`config.mk`:
```
export PLATFORM = sky130hd
export DESIGN_NAME = vga_timing_gen
export DESIGN_NICKNAME = d
export VERILOG_FILES = /design/src/rtl/vga_timing_gen_pkg.sv /design/src/rtl/vga_timing_gen_sync_delay.sv /design/src/rtl/vga_timing_gen.sv
export SDC_FILE = /design/constraint.sdc
export NUM_CORES = 1
export LEC_CHECK = 0
export BUFFER_PORTS_ARGS = -buffer_cell sky130_fd_sc_hd__buf_2
export CAP_MARGIN = 20
export CORE_ASPECT_RATIO = 2
export CORE_MARGIN = 8
export CORE_UTILIZATION = 40
export CTS_CLUSTER_SIZE = 12
export DETAILED_ROUTE_END_ITERATION = 10
export SLEW_MARGIN = 20
export SYNTH_ARGS = -nofsm -noshare
export SYNTH_HDL_FRONTEND = slang
export SYNTH_HIERARCHICAL = 1
export SYNTH_SLANG_ARGS = --single-unit
export TNS_END_PERCENT = 10
```
`constraint.sdc`:
```
create_clock -name clk -period 6 [get_ports clk]
set_input_delay 0.3 -clock clk [delete_from_list [all_inputs] [get_ports clk]]
set_output_delay 0.3 -clock clk [all_outputs]
set_load 0.02 [all_outputs]
```
`src/rtl/vga_timing_gen_pkg.sv`:
```
// Shared constants and types for the VGA raster timing generator.
// Holds the output widths that the Renderer also uses (pixel column/row and
// animation frame index), the default 640x480@60 geometry, and a small
// helper for sizing counters.
package vga_timing_gen_pkg;

    // Widths shared with the Renderer's pixel-request interface.
    localparam int WIDTH_LOG2               = 10;
    localparam int HEIGHT_LOG2              = 9;
    localparam int MAX_ANIMATION_FRAME_LOG2 = 3;

    // Default 640x480@60 geometry, in pixels and lines.
    localparam int H_ACTIVE_DEF = 640;
    localparam int H_FP_DEF     = 16;
    localparam int H_SYNC_DEF   = 96;
    localparam int H_BP_DEF     = 48;
    localparam int H_TOTAL_DEF  = H_ACTIVE_DEF + H_FP_DEF + H_SYNC_DEF + H_BP_DEF;
    localparam int V_ACTIVE_DEF = 480;
    localparam int V_FP_DEF     = 10;
    localparam int V_SYNC_DEF   = 2;
    localparam int V_BP_DEF     = 33;
    localparam int V_TOTAL_DEF  = V_ACTIVE_DEF + V_FP_DEF + V_SYNC_DEF + V_BP_DEF;

    // Undelayed sync levels, both active-low.
    typedef struct packed {
        logic hs;
        logic vs;
    } sync_t;

    // Bits needed to hold 0..n-1, never less than one.
    function automatic int cnt_width(input int n);
        return (n > 1) ? $clog2(n) : 1;
    endfunction

endpackage

```
`src/rtl/vga_timing_gen_sync_delay.sv`:
```
// sync_delay_line: DEPTH-stage shift register for the sync pair, advancing
// only when en is high. Every stage resets to all-ones so the active-low
// syncs stay deasserted until real raster values have shifted through.
// Ports:
//   clk, rst  clock and asynchronous active-high reset
//   en        shift enable (one pixel tick)
//   din       value entering stage 0
//   dout      value leaving the last stage
module sync_delay_line #(
    parameter int DEPTH = 1,
    parameter int WIDTH = 2
) (
    input  logic             clk,
    input  logic             rst,
    input  logic             en,
    input  logic [WIDTH-1:0] din,
    output logic [WIDTH-1:0] dout
);

    logic [DEPTH-1:0][WIDTH-1:0] stage_q;
    logic [DEPTH-1:0][WIDTH-1:0] stage_d;

    always_comb begin
        stage_d    = stage_q;
        stage_d[0] = din;
        for (int i = 1; i < DEPTH; i++) begin
            stage_d[i] = stage_q[i-1];
        end
    end

    always_ff @(posedge clk or posedge rst) begin
        if (rst) begin
            stage_q <= '1;
        end else if (en) begin
            stage_q <= stage_d;
        end
    end

    assign dout = stage_q[DEPTH-1];

endmodule

```
`src/rtl/vga_timing_gen.sv`:
```
// vga_timing_gen: raster timing for the Renderer and the VGA connector.
// A clock divider produces a registered one-clk pixel strobe; on each strobe
// the horizontal/vertical counters advance and the pixel-request outputs are
// registered from the pre-advance counter values. hsync/vsync are delayed by
// SYNC_DELAY extra pixel ticks so they line up with the Renderer's rgb.
// Ports:
//   clk, rst     system clock, asynchronous active-high reset
//   pix_en       one-clk pixel strobe
//   x, y         active-region pixel column/row, 0 in blanking
//   toDisplay    high while (x,y) is in the active region
//   hsync, vsync active-low syncs, delayed
//   frame_start  one-clk pulse as the raster wraps to (0,0)
//   anim_frame   animation frame index, advances every ANIM_DIV frames
module vga_timing_gen
    import vga_timing_gen_pkg::*;
#(
    parameter int PIX_DIV    = 4,
    parameter int H_ACTIVE   = H_ACTIVE_DEF,
    parameter int H_FP       = H_FP_DEF,
    parameter int H_SYNC     = H_SYNC_DEF,
    parameter int H_BP       = H_BP_DEF,
    parameter int V_ACTIVE   = V_ACTIVE_DEF,
    parameter int V_FP       = V_FP_DEF,
    parameter int V_SYNC     = V_SYNC_DEF,
    parameter int V_BP       = V_BP_DEF,
    parameter int SYNC_DELAY = 1,
    parameter int ANIM_DIV   = 8
) (
    input  logic                                clk,
    input  logic                                rst,
    output logic                                pix_en,
    output logic [WIDTH_LOG2-1:0]               x,
    output logic [HEIGHT_LOG2-1:0]              y,
    output logic                                toDisplay,
    output logic                                hsync,
    output logic                                vsync,
    output logic                                frame_start,
    output logic [MAX_ANIMATION_FRAME_LOG2-1:0] anim_frame
);

    localparam int H_TOTAL = H_ACTIVE + H_FP + H_SYNC + H_BP;
    localparam int V_TOTAL = V_ACTIVE + V_FP + V_SYNC + V_BP;
    localparam int DW = cnt_width(PIX_DIV);
    // One spare count so the sync-end bound is representable even with no back porch.
    localparam int HW = cnt_width(H_TOTAL + 1);
    localparam int VW = cnt_width(V_TOTAL + 1);
    localparam int FW = cnt_width(ANIM_DIV);

    localparam logic [DW-1:0] DIV_LAST = DW'(PIX_DIV - 1);
    localparam logic [HW-1:0] H_LAST   = HW'(H_TOTAL - 1);
    localparam logic [HW-1:0] H_ACT    = HW'(H_ACTIVE);
    localparam logic [HW-1:0] HS_BEG   = HW'(H_ACTIVE + H_FP);
    localparam logic [HW-1:0] HS_END   = HW'(H_ACTIVE + H_FP + H_SYNC);
    localparam logic [VW-1:0] V_LAST   = VW'(V_TOTAL - 1);
    localparam logic [VW-1:0] V_ACT    = VW'(V_ACTIVE);
    localparam logic [VW-1:0] VS_BEG   = VW'(V_ACTIVE + V_FP);
    localparam logic [VW-1:0] VS_END   = VW'(V_ACTIVE + V_FP + V_SYNC);
    localparam logic [FW-1:0] F_LAST   = FW'(ANIM_DIV - 1);

    logic [DW-1:0]                       div_cnt_q, div_cnt_d;
    logic                                pix_en_q, pix_en_d;
    logic [HW-1:0]                       h_cnt_q, h_cnt_d;
    logic [VW-1:0]                       v_cnt_q, v_cnt_d;
    logic [WIDTH_LOG2-1:0]               x_q, x_d;
    logic [HEIGHT_LOG2-1:0]              y_q, y_d;
    logic                                to_display_q, to_display_d;
    logic                                frame_start_q, frame_start_d;
    logic [FW-1:0]                       frame_cnt_q, frame_cnt_d;
    logic [MAX_ANIMATION_FRAME_LOG2-1:0] anim_frame_q, anim_frame_d;

    logic  div_last, h_last, v_last, h_act, v_act, frame_wrap;
    sync_t raw_sync;
    logic [1:0] sync_dly;

    always_comb begin
        div_last   = (div_cnt_q == DIV_LAST);
        h_last     = (h_cnt_q == H_LAST);
        v_last     = (v_cnt_q == V_LAST);
        h_act      = (h_cnt_q < H_ACT);
        v_act      = (v_cnt_q < V_ACT);
        frame_wrap = pix_en_q && h_last && v_last;

        div_cnt_d     = div_last ? '0 : div_cnt_q + 1'b1;
        // Registered strobe: high in the clk after the divider's last count.
        pix_en_d      = div_last;
        h_cnt_d       = h_cnt_q;
        v_cnt_d       = v_cnt_q;
        x_d           = x_q;
        y_d           = y_q;
        to_display_d  = to_display_q;
        frame_start_d = frame_wrap;
        frame_cnt_d   = frame_cnt_q;
        anim_frame_d  = anim_frame_q;

        raw_sync.hs = !((h_cnt_q >= HS_BEG) && (h_cnt_q < HS_END));
        raw_sync.vs = !((v_cnt_q >= VS_BEG) && (v_cnt_q < VS_END));

        if (pix_en_q) begin
            h_cnt_d = h_last ? '0 : h_cnt_q + 1'b1;
            if (h_last) begin
                v_cnt_d = v_last ? '0 : v_cnt_q + 1'b1;
            end
            // Outputs describe the pixel the counters pointed at before advancing.
            to_display_d = h_act && v_act;
            x_d          = h_act ? WIDTH_LOG2'(h_cnt_q) : '0;
            y_d          = v_act ? HEIGHT_LOG2'(v_cnt_q) : '0;
        end

        if (frame_wrap) begin
            if (frame_cnt_q == F_LAST) begin
                frame_cnt_d  = '0;
                anim_frame_d = anim_frame_q + 1'b1;
            end else begin
                frame_cnt_d = frame_cnt_q + 1'b1;
            end
        end
    end

    always_ff @(posedge clk or posedge rst) begin
        if (rst) begin
            div_cnt_q     <= '0;
            pix_en_q      <= 1'b0;
            h_cnt_q       <= '0;
            v_cnt_q       <= '0;
            x_q           <= '0;
            y_q           <= '0;
            to_display_q  <= 1'b0;
            frame_start_q <= 1'b0;
            frame_cnt_q   <= '0;
            anim_frame_q  <= '0;
        end else begin
            div_cnt_q     <= div_cnt_d;
            pix_en_q      <= pix_en_d;
            h_cnt_q       <= h_cnt_d;
            v_cnt_q       <= v_cnt_d;
            x_q           <= x_d;
            y_q           <= y_d;
            to_display_q  <= to_display_d;
            frame_start_q <= frame_start_d;
            frame_cnt_q   <= frame_cnt_d;
            anim_frame_q  <= anim_frame_d;
        end
    end

    // Stage 0 registers the raw syncs alongside x/y; the remaining
    // SYNC_DELAY stages cover the Renderer's pipeline latency.
    sync_delay_line #(
        .DEPTH(SYNC_DELAY + 1),
        .WIDTH(2)
    ) u_sync_dly (
        .clk  (clk),
        .rst  (rst),
        .en   (pix_en_q),
        .din  (raw_sync),
        .dout (sync_dly)
    );

    assign pix_en      = pix_en_q;
    assign x           = x_q;
    assign y           = y_q;
    assign toDisplay   = to_display_q;
    assign hsync       = sync_dly[1];
    assign vsync       = sync_dly[0];
    assign frame_start = frame_start_q;
    assign anim_frame  = anim_frame_q;

endmodule

```
=== Yosys cells after proc, flatten, opt, wreduce, memory -nomap -nowiden ===
Index checks and enable logic that the tools add are counted.

* Register bits: 54
* Logic and storage cells: 42

* $add $sub $neg: 5
* Equal/unequal tests: 4
* $lt $le $gt $ge: 6
* Muxes and demuxes: 6
* Reductions and logical operators: 9

{| class="wikitable"
|+ Operator list
! kind !! count
|-
| $mux 10 || 3
|-
| $add 10x1->10 const B || 2
|-
| $eq 10x10->1 const B || 2
|-
| $lt 10x10->1 const B || 2
|-
| $lt 10x9->1 const B || 2
|-
| $ge 10x10->1 const B || 1
|-
| $ge 10x9->1 const B || 1
|-
| $mux 9 || 1
|-
| $add 3x1->3 const B || 2
|-
| $logic_and 1x1->1 || 5
|-
| $reduce_and 2->1 || 2
|-
| $eq 3x3->1 const B || 1
|-
| $mux 3 || 1
|-
| $add 2x1->2 const B || 1
|-
| $eq 2x2->1 const B || 1
|-
| $logic_not 1->1 || 2
|-
| $mux 2 || 1
|}

=== Longest topological paths before layout ===
Gate-level depths: netlist of the first run.

* Depth after elaboration: 4
* Gate-level depth with buffers: 7

=== Cells and area by module ===
Netlist of the first run, hierarchy kept.

{| class="wikitable"
|+ By module, submodules not included
! module !! cells an instance !! sequential area each (um2) !! area an instance (um2) !! instances
|-
| vga_timing_gen || 187 || 1251.2 || 2244.7 || 1
|-
| sync_delay_line || 9 || 105.1 || 153.9 || 1
|}

=== Worst setup path after synthesis of the first run ===
No wires, ideal clock.

* Path type: flip-flop to flip-flop
* Start: register pix_en_q, in the netlist pix_en
* End: register anim_frame_q[1], in the netlist anim_frame[1]
* Stages on the path, launching flop included: 6
* Arrival: 1.927 ns
* Path slack: 3.949 ns
* Required time: 5.875 ns
* Cell sequence: dfrtp_1 -> buf_2 -> nand4_2 -> nor3_2 -> and3_1 -> mux2_2

* Longest elaborated chain between the ends: 3

{| class="wikitable"
|+ RTL lines
! item !! RTL line !! source
|-
| from (decl) || vga_timing_gen.sv:61 || <nowiki>logic pix_en_q, pix_en_d;</nowiki>
|-
| from (signal assigned) || vga_timing_gen.sv:133 || <nowiki>pix_en_q <= pix_en_d;</nowiki>
|-
| $logic_and 1x1->1 (2 in series) || vga_timing_gen.sv:81 || <nowiki>frame_wrap = pix_en_q && h_last && v_last;</nowiki>
|-
| $reduce_and 2->1 (no source line) || n/a ||
|-
| to (signal assigned) || vga_timing_gen.sv:141 || <nowiki>anim_frame_q <= anim_frame_d;</nowiki>
|-
| to (decl) || vga_timing_gen.sv:69 || <nowiki>logic [MAX_ANIMATION_FRAME_LOG2-1:0] anim_frame_q, anim_frame_d;</nowiki>
|}

No other way between the ends.
A chain may end at the register's enable or synchronous reset.

=== Worst setup path in the final report of the first run ===
Ends and elaborated chain as after synthesis.

==> metrics.md, run 1 <==
| Metric | Value |
|---|---|
| Mapped cell area | `between 2000 and 2500 µm²` |
| FMAX | `between 400 and 500 MHz` |
| Tmin final | `approximately 2200 ps` |
| DIE HEIGHT | `125.5 µm` |
| Cts hold-fix bufs | `0` |
| Clk root buf | `clkbuf_16` |
| Asr flop ratio synth | `100.0%` |
| Syn nets | `206` |
| Setup-violating endpoint count in the final report | `0` |
| Reg2reg setup slack | `3780 ps` |
| Max Cap Viol | `0` |
| Iteration-0 DRC Markers | `90` |
| Endpoints failing hold | `0` |
| Core area | `between 5000 and 6000 µm²` |
| Area contributors post-synth | `dfrtp_1 52%, a22o_1 6.9%, xnor2_1 4.7%` |
| CP Capture Type | `flip-flop` |
| Crit Path Class | `reg -> reg` |
| Ys flop type | `dfrtp_1` |
| Clk sink count | `54` |
| P_leak | `1.300 nW` |
| Final worst slack | `3777 ps` |
| Leading area contributor after synthesis | `dfrtp_1` |
| Max FO, Critical Path | `13` |
| Post-synthesis sequential area ratio | `between 50% and 60%` |
| CTS tree | `yes` |
| Synth cell types | `39` |
| Number of primary I/O pins | `29` |
| Largest net degree at the start of global routing | `51` |
| Number of flops mapped to enable cells by yosys | `0` |
| Peak VDD IR | `0.1490 mV` |
| Fin Setup TNS | `0 ps` |
| Clk slew on worst S/H paths | `about 60 ps` |
| Routed WL per cell | `16.19 µm` |
| Vias in the first global route | `1527` |
| Skew final | `roughly 4.2 ps` |
| Share of layout cells above drive strength 1 | `23.77%` |
| Worst Tran Pin Value | `850.8 ps` |
| P&R area growth vs syn | `12.99%` |
| Synthesized instance count | `196` |
| Slew Limit Fails | `0` |
| Synth Register Bits | `54` |
| Clock Latency Late Sink | `around 280 ps` |
| Crit path required time | `6170 ps` |
| Avg Cell Area, Syn | `12.24 µm²` |
| Power, Total | `0.0006382 W` |
| RR Endpoint | `anim_frame[1]` |
| Port Buffers | `28` |
| Critical Path Start Type | `flip-flop` |
| Via count | `~1600` |
| Pre-Repair DR Iteration Count | `4` |
| Reg-to-reg startpoint | `pix_en` |
| Tcrit/Tclk final | `37.05%` |
| Drt total wl | `4631 µm` |
| Antenna-violating nets left | `0` |
| DP Wirelength | `3227 µm` |
| Slew margin rel. | `43.21%` |
| Synth warn | `6` |
| Gpl congestion | `0.8397` |
| # DRC | `0` |
| RSZ-0062 raised after global routing | `false` |
| Clock Path Buffers | `2` |
| PwrDens | `approximately 240 nW/µm²` |
| CTS resizes | `0` |
| First-pass GRT wire length | `between 7000 and 8000 µm` |
| Commonest cells in the netlist | `50 x dfrtp_1, 19 x a22o_1, 15 x nor2_1` |
| GRT Residual Overflow | `0` |
| Status | `finished clean` |
| DP Worst Slack | `roughly 3700 ps` |
| Worst R2R Path Depth | `4` |
| FP Rows | `40` |
| All-Layer GR Usage | `11.05%` |
| # Post-CTS Setup Buffers | `0` |
| Type of the most critical hold path | `in -> async` |
| CP arrival | `around 2400 ps` |
| Die Wd | `between 70 and 80 µm` |
| CTS buffer count | `5` |
| # diodes | `0` |
| Initial antenna violation count | `0` |
| Nets@finish | `about 230` |
| Initial Utilization | `40.61%` |
| Die area | `8880 µm²` |
| Count leader, synth | `dfrtp_1` |
| Avg Vias per Cell | `5.500` |
| H-tree levels | `2` |
| Final core area utilization | `45.89%` |
| Post-synth top area share | `52.16%` |
[stage by stage]
| stage | std cells | hold WS (ps) | instance area, µm² |
|---|---|---|---|
| 3_3_place_gp | 279 | 397.4 | 2576 |
| 5_1_grt | 286 | 111.3 | 2710 |
| 6_report | 286 | 99.90 | 2710 |
| 4_1_cts | 286 | 94.06 | 2709 |
| 3_5_place_dp | 279 | 403.7 | 2576 |
| 2_1_floorplan | 196 | 255.2 | 2399 |
[worst max path at each step]
stage / startpoint / cells after the start / slack, ps / end
6_report: pix_en / 4 / 3780 / anim_frame[1]
5_1_grt: pix_en / 4 / 3510 / anim_frame[1]
2_1_floorplan: pix_en / 5 / 3950 / anim_frame[1]
3_3_place_gp: pix_en / 4 / 3810 / anim_frame[1]
3_5_place_dp: pix_en / 4 / 3740 / anim_frame[1]
4_1_cts: pix_en / 4 / 3720 / anim_frame[1]
[critical path: stages (launching register included)]
cell	delay, ps
dfrtp_1	640
nand4_2	300
nor3_2	550
and3_1	280
mux2_2	340
[layout by cell type, fill, tap and decap left out, types with 2 or more instances in the layout]
| cell type | n |
|---|---|
| nor2_1 | 15 |
| nand3_1 | 13 |
| or4_1 | 2 |
| xnor2_1 | 13 |
| buf_2 | 28 |
| ha_1 | 8 |
| mux2_2 | 5 |
| dfrtp_1 | 50 |
| mux2_4 | 2 |
| nor3_1 | 2 |
| xor2_1 | 3 |
| inv_1 | 8 |
| o21ai_0 | 5 |
| nor4_1 | 5 |
| clkbuf_1 | 2 |
| o21a_1 | 2 |
| and4_1 | 3 |
| nand2_1 | 4 |
| nand4_1 | 3 |
| mux2i_1 | 2 |
| and3_1 | 4 |
| a22o_1 | 19 |
| dfstp_2 | 4 |
| clkbuf_16 | 5 |
[routing by layer]
metal	global-route usage, %	up-vias	wire (µm)
met1	13.81	764	2139
met4	4.574	0	65
met5	0	-	0
li1	-	765	-
met3	3.523	7	245
met2	16.99	37	2180
[power by group]
part	internal, W	total (W)	switching [W]
sequential	0.000364	0.000364	0
combinational	0.000000371	0.00000730	0.00000693
clock	0.000153	0.000267	0.000114
[kinds of logic after synthesis]
kind of cell / synth area share [%]
simple gates: 15.91
fa+ha+maj: 4.173
compound gates: 9.964
xor+xnor: 5.843
buf+inv: 3.129
flops: 56.55
mux: 4.434
[flip-flops by register name (all words and copies together), names as in the netlist]
register            flops
div_cnt_q               2
u_sync_dly/dout         2
anim_frame              3
toDisplay               1
v_cnt_q                10
x                      10
pix_en                  1
frame_start             1
y                       9
frame_cnt_q             3
u_sync_dly/stage_d      2
h_cnt_q                10
[cell type report]
class	count	area [µm²]
clock buffers	7	132.6
fillers	580	3196
inverters	9	35.03
multi-input cells	125	967.2
flip-flops and latches	54	1356
well taps	63	78.83
repair buffers	28	140.1
Power figures use the tool's default switching activity.
==> inputs of run 2 (changes only) <==
==> constraint.sdc (replaced) <==
create_clock -name clk -period 1.8 [get_ports clk]
set_input_delay 0.09 -clock clk [delete_from_list [all_inputs] [get_ports clk]]
set_output_delay 0.09 -clock clk [all_outputs]
set_load 0.02 [all_outputs]
==> run 2 against run 1 <==
The flow now finishes with violations (setup timing). Sequential power increased to 3.3 times the previous value. Global-route usage rose by 1.5 points. Design area up 15%. Register-to-register slack got worse by 3800 ps. Routed wire length increased by 11%. Final cell count grew 14%. Clock power grew to 4.0 times the previous value.
==> metrics.md, run 2 (synthesized netlist as in run 1, its figures left out) <==
| Metric | Value |
|---|---|
| Status | `finished with violations` |
| Failing checks | `setup timing` |
| Critical Path Start Type | `flip-flop` |
| DIE HEIGHT | `125.5 µm (unchanged)` |
| Met1 Use GR | `14.31% (+0.50 points)` |
| Max FO, Critical Path | `4 (-9)` |
| Final core area utilization | `52.99% (+7.1 points)` |
| Iteration-0 DRC Markers | `61 (-32%)` |
| Slew margin rel. | `57.17% (+14 points)` |
| Most frequent cells in the layout | `49 x dfrtp_1, 37 x buf_4, 28 x buf_2` |
| Routed WL per cell | `15.70 µm (-3.0%)` |
| P&R area growth vs syn | `30.46%` |
| Clk slew on worst S/H paths | `70 ps (about the same)` |
| Die Wd | `70.76 µm (unchanged)` |
| Die area | `8880 µm² (unchanged)` |
| Tmin final | `1820 ps (-402.6 ps)` |
| P_leak | `1.545 nW (+19%)` |
| Clock Path Buffers | `2 (unchanged)` |
| Port Buffers | `28 (unchanged)` |
| FMAX | `549.4 MHz (+22%)` |
| Share of layout cells above drive strength 1 | `39.16% (+15 points)` |
| Via count | `1741 (+11%)` |
| Clk root buf | `clkbuf_16` |
| Met2 Track Usage GR | `21.00% (+4.0 points)` |
| Largest net degree at the start of global routing | `27 (-47%)` |
| M3 GR Usage | `3.923% (+0.40 points)` |
| CP Capture Type | `flip-flop` |
| # DRC | `0 (unchanged)` |
| Fin Setup TNS | `-40.42 ps (-40.42 ps)` |
| Crit Path Class | `reg -> reg` |
| Gpl congestion | `0.8348 (-0.58%)` |
| Peak VDD IR | `0.7804 mV (+420%)` |
| Avg Vias per Cell | `5.340 (-2.9%)` |
| Drt total wl | `5118 µm (+11%)` |
| Initial antenna violation count | `0 (unchanged)` |
| CTS tree | `yes` |
| All-Layer GR Usage | `12.58% (+1.5 points)` |
| Type of the most critical hold path | `in -> async` |
| Max Cap Viol | `0 (unchanged)` |
| Nets@finish | `272 (+17%)` |
| Final worst slack | `-20.26 ps (-3797 ps)` |
| Setup-violating endpoint count in the final report | `2 (+2)` |
| RSZ-0062 raised after global routing | `true` |
| CP arrival | `2000 ps (-390 ps)` |
| Slew Limit Fails | `0 (unchanged)` |
| Clock Latency Late Sink | `290 ps (about the same)` |
| Tcrit/Tclk final | `101.1% (+64 points)` |
| PwrDens | `740.2 nW/µm² (+210%)` |
| H-tree levels | `2 (unchanged)` |
| Fillers | `528 (-9.0%)` |
| Endpoints failing hold | `0 (unchanged)` |
| # Post-CTS Setup Buffers | `0 (unchanged)` |
| Crit path required time | `1980 ps (-4190 ps)` |
| Core area | `5906 µm² (unchanged)` |
| Initial Utilization | `40.61% (unchanged)` |
| FP Rows | `40 (unchanged)` |
| Clk sink count | `54 (unchanged)` |
| Skew final | `3.778 ps (-0.4014 ps)` |
| Number of primary I/O pins | `29 (unchanged)` |
| # diodes | `0 (unchanged)` |
| Dpl cells | `317 (+14%)` |
| Vias in the first global route | `1898 (+24%)` |
| Layout Cells excl Fill | `326 (+14%)` |
| Worst Tran Pin Value | `640.1 ps (-210.8 ps)` |
| Pre-Repair DR Iteration Count | `5 (+1)` |
| First-pass GRT wire length | `8997 µm (+14%)` |
| Top Usage Layer GRT | `met2` |
| GRT Residual Overflow | `0 (unchanged)` |
| CTS buffer count | `5 (unchanged)` |
| Commonest non-fill, non-tap cell in the layout | `dfrtp_1` |
| Antenna-violating nets left | `0 (unchanged)` |
| DP Wirelength | `3924 µm (+22%)` |
-- run 2: cell count changes in the layout (fill, tap and decap cells not counted), moves of 2 or more --
cell and delta:
inv_1 -2, nor4_4 +2, buf_4 +37, inv_2 +3, nor4_1 -3
-- run 2: per-stage QoR --
step           setup slack, ps  instance area (µm²)  total power (W)  hold WS [ps]
4_1_cts                 -17.88                 3097         0.002353         417.0
2_1_floorplan           -83.30                 2415         0.001254         45.20
3_3_place_gp            -88.16                 2890         0.001267         174.8
5_1_grt                 -76.14                 3129         0.002403         456.3
3_5_place_dp            -124.8                 2890         0.001267         176.8
6_report                -20.26                 3129         0.002316         401.8
-- run 2: critical path, stage by stage (launching register included) --
cell and delay (ps):
dfrtp_1 380, or3_4 410, or4_4 490, nor2_8 130
mux2_4 300
-- run 2: path summary, 6_finish.rpt --
path | start | to | slack (ps) | cells after the start
min reg2reg | div_cnt_q[0] | div_cnt_q[0] | 430 | 1
max reg2reg | v_cnt_q[5] | frame_cnt_q[0] | -20 | 4
max in group asynchronous | rst | pix_en | 870 | 4
min | rst | h_cnt_q[7] | 400 | 3
min in group clk | div_cnt_q[0] | div_cnt_q[0] | 430 | 1
max | v_cnt_q[5] | frame_cnt_q[0] | -20 | 4
-- run 2: layout make-up --
type / count / area [µm²] / area share, %
well taps: 63 / 78.83 / 2.519
inverters: 9 / 33.78 / 1.080
clock inverters: 2 / 37.54 / 1.200
repair buffers: 67 / 447.9 / 14.31
multi-input cells: 125 / 1045 / 33.39
flip-flops and latches: 54 / 1358 / 43.38
clock buffers: 6 / 128.9 / 4.118
-- run 2: report_power, final --
part	leakage (nW)	internal, W	switching, W
Sequential	0.704	0.00121	0
Combinational	0.765	0.00000691	0.0000241
Clock	0.0771	0.000656	0.000415
Total	1.55	0.00188	0.000439
-- run 2: what timing repair did --
action / 4_1_cts / 5_1_grt
hold endpoints to repair: 28 / 0
endpoints found under the setup margin: 12 / 11
gates resized for setup: 7 / 6
gates cloned: 0 / 0
hold buffers: 1 / 0
pin swaps: 0 / 2
-- run 2: per-layer routing --
| metal | part of all wire, % | up-vias |
|---|---|---|
| li1 | - | 837 |
| met1 | 41 | 856 |
| met2 | 51 | 42 |
| met3 | 5.5 | 6 |
| met4 | 1.8 | 0 |
| met5 | 0 | - |
==> inputs of run 3 (changes only) <==
--- a/config.mk
+++ b/config.mk
@@ -9,7 +9,7 @@
 export CAP_MARGIN = 20
 export CORE_ASPECT_RATIO = 2
 export CORE_MARGIN = 8
-export CORE_UTILIZATION = 40
+export CORE_UTILIZATION = 28
 export CTS_CLUSTER_SIZE = 12
 export DETAILED_ROUTE_END_ITERATION = 10
 export SLEW_MARGIN = 20
==> run 3 against run 2 <==
Clock power is 11% lower. Clock skew rose by 2.8 ps. Routed wire length increased by 2.0%. Critical path type unchanged. Sequential power hardly changed. Register-to-register slack about the same. Largest power group unchanged. Design area down 0.44%. Setup slack better by 8.1 ps. The flow still finishes with violations (setup timing).
==> metrics.md, run 3 (synthesized netlist as in run 1, its figures left out) <==
| Metric | Value |
|---|---|
| Status | `finished with violations` |
| Failing checks | `setup timing` |
| PwrDens | `704.9 nW/µm² (-4.8%)` |
| Critical Path Start Type | `flip-flop` |
| Worst Setup SP | `v_cnt_q[0]` |
| Skew final | `6.573 ps (+2.795 ps)` |
| CTS buffer count | `5 (unchanged)` |
| Peak VDD IR | `0.4283 mV (-45%)` |
| Clk slew on worst S/H paths | `60 ps (about the same)` |
| Nets@finish | `269 (-1.1%)` |
| Routed WL per cell | `14.49 µm (-7.7%)` |
| # diodes | `0 (unchanged)` |
| All-Layer GR Usage | `9.418% (-3.2 points)` |
| Number of primary I/O pins | `29 (unchanged)` |
| Tmin final | `1812 ps (-8.127 ps)` |
| Die Wd | `81.45 µm (+15%)` |
| Reg2reg setup slack | `-10 ps (about the same)` |
| CP arrival | `1980 ps (-20 ps)` |
| Largest net degree at the start of global routing | `19 (-30%)` |
| P_leak | `1.533 nW (-0.83%)` |
| WHS | `345.8 ps (-55.95 ps)` |
| Core area | `8468 µm² (+43%)` |
| Reg-to-reg startpoint | `v_cnt_q[0]` |
| DP Wirelength | `3967 µm (+1.1%)` |
| Worst Tran Pin Value | `686.3 ps (+46.27 ps)` |
| Clock Path Buffers | `2 (unchanged)` |
| Die area | `11960 µm² (+35%)` |
| Most frequent cells in the layout | `49 x dfrtp_1, 35 x buf_4, 28 x buf_2` |
| Crit path cell chain | `inv_2, ha_1, nand4_1, or4_4, nor2_8, mux2_4` |
| H-tree levels | `2 (unchanged)` |
| Tcrit/Tclk final | `100.7% (-0.45 points)` |
| Port Buffers | `28 (unchanged)` |
| Setup-violating endpoint count in the final report | `2 (unchanged)` |
| CP Capture Type | `flip-flop` |
| Clk root buf | `clkbuf_16` |
| Pre-Repair DR Iteration Count | `4 (-1)` |
| Final worst slack | `-12.13 ps (+8.127 ps)` |
| Via count | `1727 (-0.80%)` |
| Initial antenna violation count | `0 (unchanged)` |
| Max FO, Critical Path | `4 (unchanged)` |
| Drt total wl | `5218 µm (+2.0%)` |
| P&R area growth vs syn | `29.89%` |
| Final core area utilization | `36.79% (-16 points)` |
| GRT Residual Overflow | `0 (unchanged)` |
| RSZ-0062 raised after global routing | `true` |
| Initial Utilization | `28.32% (-12 points)` |
| # DRC | `0 (unchanged)` |
| # Post-CTS Setup Buffers | `0 (unchanged)` |
| Avg Vias per Cell | `4.797 (-10%)` |
| Fillers | `814 (+54%)` |
| DP Worst Slack | `-123.6 ps (+1.275 ps)` |
| Type of the most critical hold path | `in -> async` |
| Share of layout cells above drive strength 1 | `38.46% (-0.70 points)` |
| Slowest cell delay on critical path | `560 ps (+70 ps)` |
| Endpoints failing hold | `0 (unchanged)` |
| Commonest non-fill, non-tap cell in the layout | `dfrtp_1` |
| Iteration-0 DRC Markers | `77 (+26%)` |
| Max Cap Viol | `0 (unchanged)` |
| FMAX | `551.8 MHz (+0.45%)` |
| Slew margin rel. | `54.07% (-3.1 points)` |
| Crit Path Class | `reg -> reg` |
| CTS tree | `yes` |
| Crit path required time | `1970 ps (about the same)` |
| Vias in the first global route | `1828 (-3.7%)` |
| Gpl congestion | `0.7933 (-5.0%)` |
| Clock Latency Late Sink | `290 ps (about the same)` |
| Clk sink count | `54 (unchanged)` |
| FP Rows | `48 (+20%)` |
| DIE HEIGHT | `146.9 µm (+17%)` |
| Crit-path slowest cell | `or4_4` |
| First-pass GRT wire length | `8956 µm (-0.46%)` |
| Slew Limit Fails | `0 (unchanged)` |
| Antenna-violating nets left | `0 (unchanged)` |
-- run 3: cell type report --
type / instances / area (µm²) / area share, %
sequential: 54 / 1358 / 43.57
multi-input combinational: 125 / 1039 / 33.33
inverter: 9 / 33.78 / 1.084
clock buffer: 7 / 142.6 / 4.578
tap: 100 / 125.1 / 4.016
timing repair buffer: 64 / 412.9 / 13.25
clock inverter: 1 / 5.005 / 0.1606
-- run 3: critical path, delay by kind of cell, from the launching register on --
family,cells,cell delay [ps]
simple gates,3,800
flops,1,390
mux,1,310
fa+ha+maj,1,140
buf+inv,1,60
-- run 3: path summary, 6_finish.rpt --
check | end | cells past startpoint
worst max register to register | frame_cnt_q[0] | 6
worst max-delay path | frame_cnt_q[0] | 6
worst min-delay path | h_cnt_q[7] | 3
worst min register to register | div_cnt_q[0] | 1
max in group asynchronous | v_cnt_q[5] | 4
min in group clk | div_cnt_q[0] | 1
-- run 3: stage by stage --
stage / power [W] / cells / TNS, ps / instance area [µm²]
floorplan: 0.001254 / 196 / -194.8 / 2415
global placement: 0.001265 / 351 / -210.9 / 2902
detailed placement: 0.001265 / 351 / -284.9 / 2902
CTS: 0.002232 / 360 / -8.259 / 3070
global route: 0.002273 / 360 / -419.7 / 3115
finish: 0.002196 / 360 / -14.83 / 3115
-- run 3: report_power, final --
part / total (W) / switching (W) / internal (W)
sequential: 0.00121 / 0 / 0.00121
clock: 0.000953 / 0.000401 / 0.000552
combinational: 0.0000293 / 0.0000238 / 0.00000544
total: 0.00220 / 0.000425 / 0.00177
-- run 3: routing by layer --
metal	vias up	global-route usage [%]	share of wire, %
li1	836	-	-
met1	850	11.98	45
met2	32	14.58	49
met3	9	2.264	5.0
met4	0	3.964	1.6
met5	-	0	0
-- run 3: timing repair --
| item | CTS | global route |
|---|---|---|
| pin swaps | 1 | 0 |
| resized for setup | 4 | 7 |
| hold buffers | 1 | 0 |
| setup endpoints to repair | 9 | 10 |
| hold endpoints to repair | 19 | 0 |
